==> config.mk <==
export PLATFORM = sky130hd
export DESIGN_NAME = stream_demux_1ton
export DESIGN_NICKNAME = d
export VERILOG_FILES = /design/src/rtl/stream_demux_1ton.sv
export SDC_FILE = /design/constraint.sdc
export NUM_CORES = 1
export LEC_CHECK = 0
export CORE_AREA = 2 2 69 71
export CTS_BUF_LIST = sky130_fd_sc_hd__clkbuf_4
export DETAILED_ROUTE_END_ITERATION = 8
export DIE_AREA = 0 0 71 73
export GPL_TIMING_DRIVEN = 0
export PLACE_DENSITY = 0.92
export REMOVE_ABC_BUFFERS = 1
export SLEW_MARGIN = 5
export SYNTH_ARGS = -nofsm -noshare
export SYNTH_HDL_FRONTEND = slang
export SYNTH_SLANG_ARGS = --single-unit
==> constraint.sdc <==
create_clock -name clk -period 4.4 [get_ports clk]
set_input_delay 0.66 -clock clk [delete_from_list [all_inputs] [get_ports clk]]
set_output_delay 0.66 -clock clk [all_outputs]
set_load 0.05 [all_outputs]
==> src/rtl/stream_demux_1ton.sv <==
// stream_demux_1ton: registered 1-to-N valid/ready demux with packet-atomic routing
// and drop-on-invalid-select; one holding register per output channel.
module stream_demux_1ton #(
    parameter int DATA_W = 8,
    parameter int N_OUT  = 4,
    parameter int SEL_W  = 2,
    parameter int MODE   = 0
) (
    input  logic                      clk,
    input  logic                      rst,
    input  logic [DATA_W-1:0]         in_data,
    input  logic                      in_valid,
    input  logic                      in_last,
    output logic                      in_ready,
    input  logic [SEL_W-1:0]          sel_in,
    output logic [N_OUT*DATA_W-1:0]   out_data,
    output logic [N_OUT-1:0]          out_valid,
    output logic [N_OUT-1:0]          out_last,
    input  logic [N_OUT-1:0]          out_ready,
    output logic [7:0]                drop_cnt,
    output logic                      busy
);
    typedef enum logic {IDLE, LOCKED} state_t;

    state_t                    state_q, state_d;
    logic [SEL_W-1:0]          lock_ch_q, lock_ch_d;
    logic                      drop_q, drop_d;
    logic [SEL_W-1:0]          rr_q, rr_d;
    logic [7:0]                cnt_q, cnt_d;
    logic [N_OUT-1:0]          vld_q, vld_d;
    logic [N_OUT-1:0]          last_q, last_d;
    logic [N_OUT*DATA_W-1:0]   data_q, data_d;

    logic [SEL_W-1:0]          tgt;
    logic                      drop;
    logic [N_OUT-1:0]          tgt_oh;
    logic                      acc;
    logic                      wr;

    always_ff @(posedge clk or posedge rst) begin
        if (rst) begin
            state_q   <= IDLE;
            lock_ch_q <= '0;
            drop_q    <= 1'b0;
            rr_q      <= '0;
            cnt_q     <= '0;
            vld_q     <= '0;
            last_q    <= '0;
            data_q    <= '0;
        end else begin
            state_q   <= state_d;
            lock_ch_q <= lock_ch_d;
            drop_q    <= drop_d;
            rr_q      <= rr_d;
            cnt_q     <= cnt_d;
            vld_q     <= vld_d;
            last_q    <= last_d;
            data_q    <= data_d;
        end
    end

    // An out-of-range target decodes to an all-zero one-hot, so it never looks full.
    always_comb begin
        tgt    = (state_q == LOCKED) ? lock_ch_q : ((MODE == 1) ? rr_q : sel_in);
        drop   = (state_q == LOCKED) ? drop_q
                                     : ((MODE == 0) && ({1'b0, sel_in} >= (SEL_W+1)'(N_OUT)));
        tgt_oh = '0;
        for (int k = 0; k < N_OUT; k++)
            tgt_oh[k] = (tgt == SEL_W'(k));
        acc = in_valid & in_ready;
        wr  = acc & ~drop;
    end

    always_comb begin
        state_d   = state_q;
        lock_ch_d = lock_ch_q;
        drop_d    = drop_q;
        if (state_q == IDLE && acc && !in_last) begin
            state_d   = LOCKED;
            lock_ch_d = tgt;
            drop_d    = drop;
        end else if (state_q == LOCKED && acc && in_last) begin
            state_d = IDLE;
            drop_d  = 1'b0;
        end
    end

    always_comb begin
        rr_d = rr_q;
        if (MODE == 1 && acc && in_last)
            rr_d = (rr_q == SEL_W'(N_OUT-1)) ? '0 : rr_q + 1'b1;
        cnt_d = (acc && drop && cnt_q != 8'hff) ? cnt_q + 8'd1 : cnt_q;
        vld_d  = vld_q;
        last_d = last_q;
        data_d = data_q;
        for (int k = 0; k < N_OUT; k++) begin
            vld_d[k] = (wr & tgt_oh[k]) | (vld_q[k] & ~out_ready[k]);
            if (wr && tgt_oh[k]) begin
                last_d[k]                    = in_last;
                data_d[k*DATA_W +: DATA_W]   = in_data;
            end
        end
    end

    always_comb begin
        in_ready  = ~rst & ~|(tgt_oh & vld_q & ~out_ready);
        busy      = (state_q == LOCKED);
        out_valid = vld_q;
        out_last  = last_q;
        out_data  = data_q;
        drop_cnt  = cnt_q;
    end
endmodule

==> flow_metrics.py, run 1 <==
metrics = {
    "cells_and_area": {
        "nets": 242,
        "final_common_cell": "clkdlybuf4s50_1",
        "n_fill_cell": 357,
        "drive_gt1_frac": 0.259,
        "area_growth_pct": 36.9,
        "num_antenna_cells": 0,
        "final_cell_mix": "clkdlybuf4s50_1 (67), dfrtp_1 (52), mux2_2 (39)",
    },
    "timing": {
        "fin_worst_skew_ps": 13.2,
        "slew_headroom": 0.443,
        "setup_ws_ps": 836,
        "rsz0062_at_grt": "false",
        "period_share": 0.810,
        "finalHoldViolations": 0,
        "finalSetupViolations": 0,
        "post-route-min-period_ps": 3560,
        "tightest_slew_ps": 831,
        "max_freq_mhz": 281,
        "slew_viol_final": 0,
    },
    "min_path": {
        "hold_path_end": "drop_cnt[7]",
        "hold_path_class": "reg2reg",
        "min_from": "drop_cnt[7]",
        "min_path_cells": 1,
    },
    "synthesis": {
        "synth_area_mm2": 0.00216,
        "yosys_register_bits": 52,
        "synthArstFlopShare": 1.00,
        "synth_cells": 152,
        "synth-edff-count": 0,
        "syn_avg_cell_area_um2": 14.2,
        "ys.warnings.count": 0,
        "ys_seq_area_frac": 0.602,
        "synth_cell_types": 30,
        "yosys_most_used_dff": "dfrtp_1",
    },
    "global_routing": {
        "grt_pass1_vias": 1552,
        "antenna_found_initial": 0,
        "grt_pass1_wl_um": 7340,
        "overflow": 0,
        "grt_start_max_net_pins": 32,
        "grt_usage": 0.184,
    },
    "floorplanning": {
        "die-area_mm2": 0.00518,
        "num_rows": 25,
        "fp.dieW_um": 71,
        "start_util": 0.477,
        "core_area_mm2": 0.00454,
        "io-pin-count": 68,
        "fp.dieH_um": 73,
    },
    "clocking": {
        "cts_tree": "yes",
        "ctsHtreeMaxLevel": 2,
        "cts-root-buf": "clkbuf_4",
        "cts_resized": 0,
        "clk_path_buf_depth": 2,
        "clock_sinks": 52,
        "postCtsSetupRepairBufs": 0,
        "cts_hold_buffers": 0,
        "numCtsBuffers": 5,
        "clk_pin_slew_ps": 140,
        "insertion_delay_ps": 380,
    },
    "worst_setup_path": {
        "crit_slowest_cell": "clkdlybuf4s50_1",
        "crit_arrival_ps": 2900,
        "worstPathCellList": "clkdlybuf4s50_1 -> mux2_4 -> mux4_2 -> nor2_1 -> clkdlybuf4s50_1",
        "r2r_slack_ps": 2010,
        "timing.rr.end": "lock_ch_q[1]",
        "critPathMaxFanout": 12,
        "critPathBufInv": 2,
        "ff2ff_path_depth": 4,
        "start_kind": "input pin",
        "cp_slowest_stage_delay_ps": 800,
        "r2r-start": "busy",
        "criticalPathCategory": "in2out",
        "cp-end-kind": "output port",
        "crit_family": "buffers and inverters",
        "cp_common_cell": "clkdlybuf4s50_1",
        "critPathRequiredTime_ps": 3740,
    },
    "routing": {
        "totalWireLength_um": 4520,
        "drt-initial-drc-count": 59,
        "vias": 1459,
        "post-route-drc-count": 0,
        "drt-wirelength-per-cell_um": 16.3,
        "firstDrtPassIters": 4,
        "vias_per_cell": 5.25,
        "ant_nets": 0,
    },
    "placement": {
        "hpwl_um": 3310,
        "portBuffers": 67,
        "pre_cts_ws_ps": 824,
        "place.gp.congestion": 0.848,
    },
    "pwr": {
        "peakVddDrop_v": 0.000554,
        "pwr_density_cell_mw_per_mm2": 770,
        "p_leak_nw": 1.28,
        "finalPower_mw": 2.28,
    },
    "outcome": {
        "status": "finished, final reports clean",
    },
    "run": {
        "cap_violations": 0,
    },
}
## how the worst max path moves through the flow
stage,start,end,slack [ps],depth (start not counted)
3_3_place_gp,rst,out_data[16],-490,5
4_1_cts,sel_in[0],in_ready,850,5
3_5_place_dp,rst,out_data[22],820,5
2_1_floorplan,rst,out_data[16],950,4
5_1_grt,sel_in[0],in_ready,740,5
6_report,sel_in[0],in_ready,840,5
## sequential cells by signal, summed over array words and instances, names as in the netlist
register	count
out_data	32
drop_cnt	8
out_last	4
out_valid	4
lock_ch_q	2
busy	1
drop_q	1
## area by class of cell
class / count / area, um^2 / area share
clock buffer: 6 / 45.0 / 0.0152
clock inverter: 2 / 16.3 / 0.00549
inverter: 4 / 15.0 / 0.00507
multi-input combinational: 92 / 826 / 0.279
sequential: 52 / 1300 / 0.439
tap: 54 / 67.6 / 0.0228
timing repair buffer: 68 / 691 / 0.233
## cells by family after synthesis
family | after synthesis | share of synthesized area
DFF | 52 | 0.602
adders and majority gates | 1 | 0.00578
buffers and inverters | 8 | 0.0208
AOI/OAI and AO/OA | 6 | 0.0174
and+or+nand+nor | 35 | 0.0972
xor gates and xnor gates | 8 | 0.0324
muxes | 42 | 0.225
## through the flow
stage | hold slack (ps) | util | TNS [ps] | area (um^2) | instances
after floorplan | 481 | - | 0 | 2130 | 148
after global placement | 478 | 0.633 | -5530 | 2870 | 269
after detailed placement | 493 | 0.638 | 0 | 2890 | 270
after CTS | 514 | 0.651 | 0 | 2950 | 278
after global routing | 536 | 0.653 | 0 | 2960 | 278
final | 521 | 0.653 | 0 | 2960 | 278
## synthesized netlist by cell type (2+ instances only)
cell type	number	share of area
nand2_1	3	0.0052
dfrtp_1	52	0.60
o21ai_0	3	0.0069
nand3_1	4	0.0093
buf_6	2	0.010
clkbuf_1	2	0.0035
nor3_1	4	0.0093
nor4_1	4	0.012
or2_2	2	0.0058
nor2_1	4	0.0069
nand2b_1	2	0.0058
nor2b_1	4	0.012
inv_1	4	0.0069
xor2_1	8	0.032
mux2_2	39	0.20
## metal layers
| metal | up-vias | GRT usage | share of wire |
|---|---|---|---|
| li1 | 677 | - | - |
| met1 | 726 | 0.235 | 0.41 |
| met2 | 49 | 0.305 | 0.50 |
| met3 | 7 | 0.0552 | 0.071 |
| met4 | 0 | 0.0566 | 0.013 |
| met5 | - | 0 | 0 |
## report_power, final
part           switching (mW)  internal (mW)
logic                   0.823          0.467
registers               0.108          0.662
clock network           0.151         0.0700
Note: power is estimated with default switching activity, not from simulation.
==> inputs of run 2 (changes only) <==
--- a/config.mk
+++ b/config.mk
@@ -5,12 +5,12 @@
 export SDC_FILE = /design/constraint.sdc
 export NUM_CORES = 1
 export LEC_CHECK = 0
-export CORE_AREA = 2 2 69 71
+export CORE_AREA = 2 2 74 76
 export CTS_BUF_LIST = sky130_fd_sc_hd__clkbuf_4
 export DETAILED_ROUTE_END_ITERATION = 8
-export DIE_AREA = 0 0 71 73
+export DIE_AREA = 0 0 76 78
 export GPL_TIMING_DRIVEN = 0
-export PLACE_DENSITY = 0.92
+export PLACE_DENSITY = 0.85
 export REMOVE_ABC_BUFFERS = 1
 export SLEW_MARGIN = 5
 export SYNTH_ARGS = -nofsm -noshare
==> constraint.sdc (replaced) <==
create_clock -name clk -period 3.1 [get_ports clk]
set_input_delay 0.465 -clock clk [delete_from_list [all_inputs] [get_ports clk]]
set_output_delay 0.465 -clock clk [all_outputs]
set_load 0.05 [all_outputs]
==> run 2 against run 1 <==
  * Clock power up 30%
  * Cell count up 5.4%
  * Register-to-register slack worse by 1400 ps
  * Total power up 40%
  * Clock skew up 5.2 ps
  * First-iteration DRC count up 63%
  * Flip-flop and latch count unchanged
  * Sequential power up 40%
  * Worst hold slack worse by 23 ps
  * Wire length down 2.0%
  * Cell area up 0.13%
  * Non-clock buffer count unchanged
==> flow_metrics.py, run 2 (synthesis gave the netlist of run 1 again) <==
metrics = {
    "routing": {
        "totalWireLength_um": 4430,
        "vias_per_cell": 4.87,
        "firstDrtPassIters": 4,
        "drt-wirelength-per-cell_um": 15.1,
        "ant_nets": 0,
        "post-route-drc-count": 0,
        "vias": 1426,
        "drt-initial-drc-count": 96,
    },
    "timing": {
        "tightest_slew_ps": 979,
        "hold_ws_ps": 498,
        "rsz0062_at_grt": "false",
        "post-route-min-period_ps": 2850,
        "setup_tns_ps": 0,
        "period_share": 0.919,
        "slew_headroom": 0.344,
        "slew_viol_final": 0,
        "finalHoldViolations": 0,
        "max_freq_mhz": 351,
        "fin_worst_skew_ps": 18.3,
        "finalSetupViolations": 0,
    },
    "worst_setup_path": {
        "r2r-start": "busy",
        "start_kind": "register",
        "critPathRequiredTime_ps": 2630,
        "cp-end-kind": "output port",
        "crit_arrival_ps": 2380,
        "ff2ff_path_depth": 4,
        "critPathMaxFanout": 12,
        "cp_slowest_stage_delay_ps": 610,
        "crit_family": "multiplexers",
        "crit_slowest_cell": "dfrtp_1",
        "critPathBufInv": 1,
        "r2r_slack_ps": 620,
        "worstPathCellList": "mux2_4 -> mux4_2 -> nor2_1 -> clkbuf_2",
        "timing.rr.end": "lock_ch_q[1]",
        "criticalPathCategory": "reg2out",
    },
    "global_routing": {
        "grt_usage": 0.161,
        "antenna_found_initial": 0,
        "grt_pass1_wl_um": 7530,
        "overflow": 0,
        "grt_start_max_net_pins": 32,
        "grt_use_met1": 0.199,
        "grt_pass1_vias": 1486,
        "grt_use_met2": 0.271,
        "use_met3": 0.0488,
        "top_usage_layer": "met2",
    },
    "pwr": {
        "pwr_density_cell_mw_per_mm2": 1080,
        "peakVddDrop_v": 0.000630,
        "p_leak_nw": 1.28,
        "finalPower_mw": 3.20,
    },
    "clocking": {
        "cts_hold_buffers": 0,
        "insertion_delay_ps": 360,
        "cts-root-buf": "clkbuf_4",
        "clk_path_buf_depth": 2,
        "numCtsBuffers": 5,
        "ctsHtreeMaxLevel": 2,
        "clk_pin_slew_ps": 140,
        "postCtsSetupRepairBufs": 0,
        "cts_tree": "yes",
        "clock_sinks": 52,
    },
    "placement": {
        "place.gp.congestion": 0.769,
        "dpl_cell_area_mm2": 0.00291,
        "hpwl_um": 3190,
        "portBuffers": 67,
    },
    "floorplanning": {
        "fp.dieH_um": 78,
        "fp.dieW_um": 76,
        "num_rows": 26,
        "die-area_mm2": 0.00593,
        "start_util": 0.429,
        "io-pin-count": 68,
        "core_area_mm2": 0.00504,
    },
    "cells_and_area": {
        "final_area_mm2": 0.00297,
        "num_antenna_cells": 0,
        "drive_gt1_frac": 0.260,
        "nets": 242,
        "area_growth_pct": 37.1,
        "final_common_cell": "clkdlybuf4s50_1",
        "final_cell_mix": "clkdlybuf4s50_1 (66), dfrtp_1 (52), mux2_2 (39)",
        "largest_register_ffs": 32,
    },
    "outcome": {
        "status": "finished, final reports clean",
    },
    "min_path": {
        "hold_path_class": "in2async",
    },
    "run": {
        "cap_violations": 0,
    },
}
[run 2: cell count changes in the layout (fill, tap and decap cells not counted), sizes merged]
cell / delta
clkbuf: +1
clkinvlp: -1
clkdlybuf4s50: -1
[run 2: cell type report]
type,count,area [um^2]
Multi-Input combinational cell,92,826
Clock inverter,1,5.00
Sequential cell,52,1300
Clock buffer,6,45.0
Timing Repair Buffer,68,686
Fill cell,410,2080
Tap cell,70,87.6
Inverter,4,15.0
[run 2: worst max path at each step]
stage	start	end	slack, ps	depth (start not counted)
finish	busy	in_ready	250	4
global route	rst	out_data[31]	80	6
CTS	busy	in_ready	4	4
detailed placement	rst	out_data[22]	-510	6
global placement	rst	out_data[19]	-1680	5
floorplan	rst	out_data[16]	-150	4
[run 2: stage by stage]
step                 util  setup WS, ps  cells
finish              0.588           252    293
global route        0.588          78.4    293
CTS                 0.589          4.42    293
detailed placement  0.577          -515    286
global placement    0.573         -1680    285
floorplan               -          -154    148
[run 2: where the power goes]
| group | internal [mW] | switching [mW] | total [mW] |
|---|---|---|---|
| Combinational | 0.662 | 1.17 | 1.83 |
| Sequential | 0.939 | 0.144 | 1.08 |
| Clock | 0.0929 | 0.195 | 0.288 |
[run 2: layer usage]
layer  vias up  share of wire
met1       706           0.43
met4         0         0.0099
met5         -              0
met2        36           0.51
met3         4          0.053
li1        680              -
[run 2: repair_timing]
action                     CTS  global route
gates cloned                 0             0
setup endpoints to repair   10             1
gates resized for setup      2             2
==> inputs of run 3 (changes only) <==
--- a/config.mk
+++ b/config.mk
@@ -5,11 +5,10 @@
 export SDC_FILE = /design/constraint.sdc
 export NUM_CORES = 1
 export LEC_CHECK = 0
-export CORE_AREA = 2 2 74 76
+export CORE_AREA = 2 2 63 89
 export CTS_BUF_LIST = sky130_fd_sc_hd__clkbuf_4
 export DETAILED_ROUTE_END_ITERATION = 8
-export DIE_AREA = 0 0 76 78
-export GPL_TIMING_DRIVEN = 0
+export DIE_AREA = 0 0 65 91
 export PLACE_DENSITY = 0.85
 export REMOVE_ABC_BUFFERS = 1
 export SLEW_MARGIN = 5
==> run 3 against run 2 <==
  * Count of clock-buffer cells in the layout decreased by 1
  * Sequential power about the same
  * Utilization increased by 1.3 points
  * Global-route usage increased by 1.1 points
  * Register-to-register slack improved by 120 ps
  * Sequential share of layout area decreased by 1.3 points
  * Critical path type unchanged
  * Non-clock buffer count increased by 3
==> flow_metrics.py, run 3 (synthesis gave the netlist of run 1 again) <==
metrics = {
    "outcome": {
        "status": "finished, final reports clean",
    },
    "cells_and_area": {
        "nets": 245,
        "n_fill_cell": 420,
        "num_antenna_cells": 0,
        "final_area_mm2": 0.00305,
        "final_cells": 293,
        "area_growth_pct": 41.2,
        "largest_register_ffs": 32,
        "final_cell_mix": "clkdlybuf4s50_1 (66), dfrtp_1 (52), mux2_2 (39)",
        "drive_gt1_frac": 0.273,
        "finalCoreUtilization": 0.601,
        "final_common_cell": "clkdlybuf4s50_1",
    },
    "clocking": {
        "cts_resized": 0,
        "cts_hold_buffers": 0,
        "cts-root-buf": "clkbuf_4",
        "cts_tree": "yes",
        "ctsHtreeMaxLevel": 2,
        "clk_pin_slew_ps": 140,
        "clk_path_buf_depth": 2,
        "numCtsBuffers": 5,
        "clock_sinks": 52,
        "postCtsSetupRepairBufs": 0,
        "insertion_delay_ps": 360,
    },
    "min_path": {
        "hold_path_class": "reg2reg",
    },
    "global_routing": {
        "grt_pass1_wl_um": 7710,
        "antenna_found_initial": 0,
        "overflow": 0,
        "grt_usage": 0.172,
        "grt_pass1_vias": 1530,
        "grt_start_max_net_pins": 53,
    },
    "timing": {
        "finalSetupViolations": 0,
        "post-route-min-period_ps": 2760,
        "finalHoldViolations": 0,
        "slew_viol_final": 0,
        "hold_ws_ps": 520,
        "slew_headroom": 0.572,
        "period_share": 0.889,
        "rsz0062_at_grt": "false",
        "tightest_slew_ps": 641,
        "fin_worst_skew_ps": 5.95,
        "setup_ws_ps": 344,
        "max_freq_mhz": 363,
    },
    "placement": {
        "hpwl_um": 3480,
        "pre_cts_ws_ps": 476,
        "dp_cells": 285,
        "portBuffers": 67,
        "dpl_cell_area_mm2": 0.00293,
        "place.gp.congestion": 0.770,
    },
    "floorplanning": {
        "num_rows": 31,
        "fp.dieW_um": 65,
        "io-pin-count": 68,
        "die-area_mm2": 0.00592,
        "core_area_mm2": 0.00508,
        "start_util": 0.426,
        "fp.dieH_um": 91,
    },
    "routing": {
        "drt-wirelength-per-cell_um": 16.1,
        "firstDrtPassIters": 4,
        "ant_nets": 0,
        "totalWireLength_um": 4700,
        "drt-initial-drc-count": 76,
        "post-route-drc-count": 0,
        "vias": 1466,
        "vias_per_cell": 5.00,
    },
    "pwr": {
        "pwr-share-clk": 0.155,
        "swShare": 0.440,
        "peakVddDrop_v": 0.000666,
        "pwr_density_cell_mw_per_mm2": 1130,
        "p_int_mw": 1.94,
        "p_sw_mw": 1.53,
        "power_frac_seq": 0.317,
        "p_leak_nw": 1.33,
        "p_comb_frac": 0.528,
    },
    "run": {
        "cap_violations": 0,
    },
    "worst_setup_path": {
        "cp-end-kind": "output port",
        "endpoint": "in_ready",
        "r2r-start": "busy",
        "crit_start": "busy",
        "critPathRequiredTime_ps": 2630,
        "critPathMaxFanout": 12,
        "criticalPathCategory": "reg2out",
        "crit_arrival_ps": 2290,
        "r2r_slack_ps": 740,
        "timing.rr.end": "lock_ch_q[1]",
        "start_kind": "register",
        "ff2ff_path_depth": 4,
    },
}
==> run 3: changes by cell type in the layout (fill, tap and decap cells not counted), sizes merged <==
cell	previous run	this run
buf	1	5
bufinv	0	3
clkbuf	7	5
clkinv	1	0
==> run 3: worst min-delay path by stage <==
stage	startpoint	end	slack, ps	cells past startpoint
final	out_data[30]	out_data[30]	520	1
after floorplan	lock_ch_q[0]	lock_ch_q[0]	480	1
after global placement	drop_cnt[6]	drop_cnt[6]	480	1
after CTS	drop_cnt[7]	drop_cnt[7]	520	1
after global routing	out_data[27]	out_data[27]	540	1
after detailed placement	out_data[2]	out_data[2]	490	1
==> run 3: power groups by stage <==
stage	combinational (mW)	sequential (mW)	clock, mW
finish	1.83	1.10	0.538
global route	1.90	1.13	0.583
CTS	1.85	1.10	0.552
detailed placement	1.84	1.12	0
global placement	1.82	1.10	0
floorplan	0.305	2.00	0
==> run 3: layout make-up <==
class | count | area, um^2 | share of cell area
clock buffers | 5 | 37.5 | 0.0123
clock inverters | 3 | 90.1 | 0.0295
inverters | 4 | 15.0 | 0.00492
multi-input cells | 92 | 817 | 0.268
flip-flops and latches | 52 | 1300 | 0.426
well taps | 66 | 82.6 | 0.0270
repair buffers | 71 | 711 | 0.233
==> run 3: through the flow <==
| step | total power, mW | TNS [ps] |
|---|---|---|
| after floorplan | 2.31 | -1380 |
| after global placement | 2.92 | 0 |
| after detailed placement | 2.96 | 0 |
| after CTS | 3.50 | 0 |
| after global routing | 3.61 | 0 |
| final | 3.46 | 0 |
==> run 3: routing by layer <==
| layer | vias to the layer above | routed length [um] | global-route usage |
|---|---|---|---|
| li1 | 678 | - | - |
| met1 | 729 | 1780 | 0.194 |
| met2 | 50 | 2570 | 0.302 |
| met3 | 9 | 260 | 0.0384 |
| met4 | 0 | 93 | 0.0798 |
| met5 | - | 0 | 0 |
==> run 3: critical path: stages, from the launching register on <==
cell     delay (ps)
dfrtp_1         610
mux2_4          380
mux4_2          560
nor2_1          220
buf_12          170
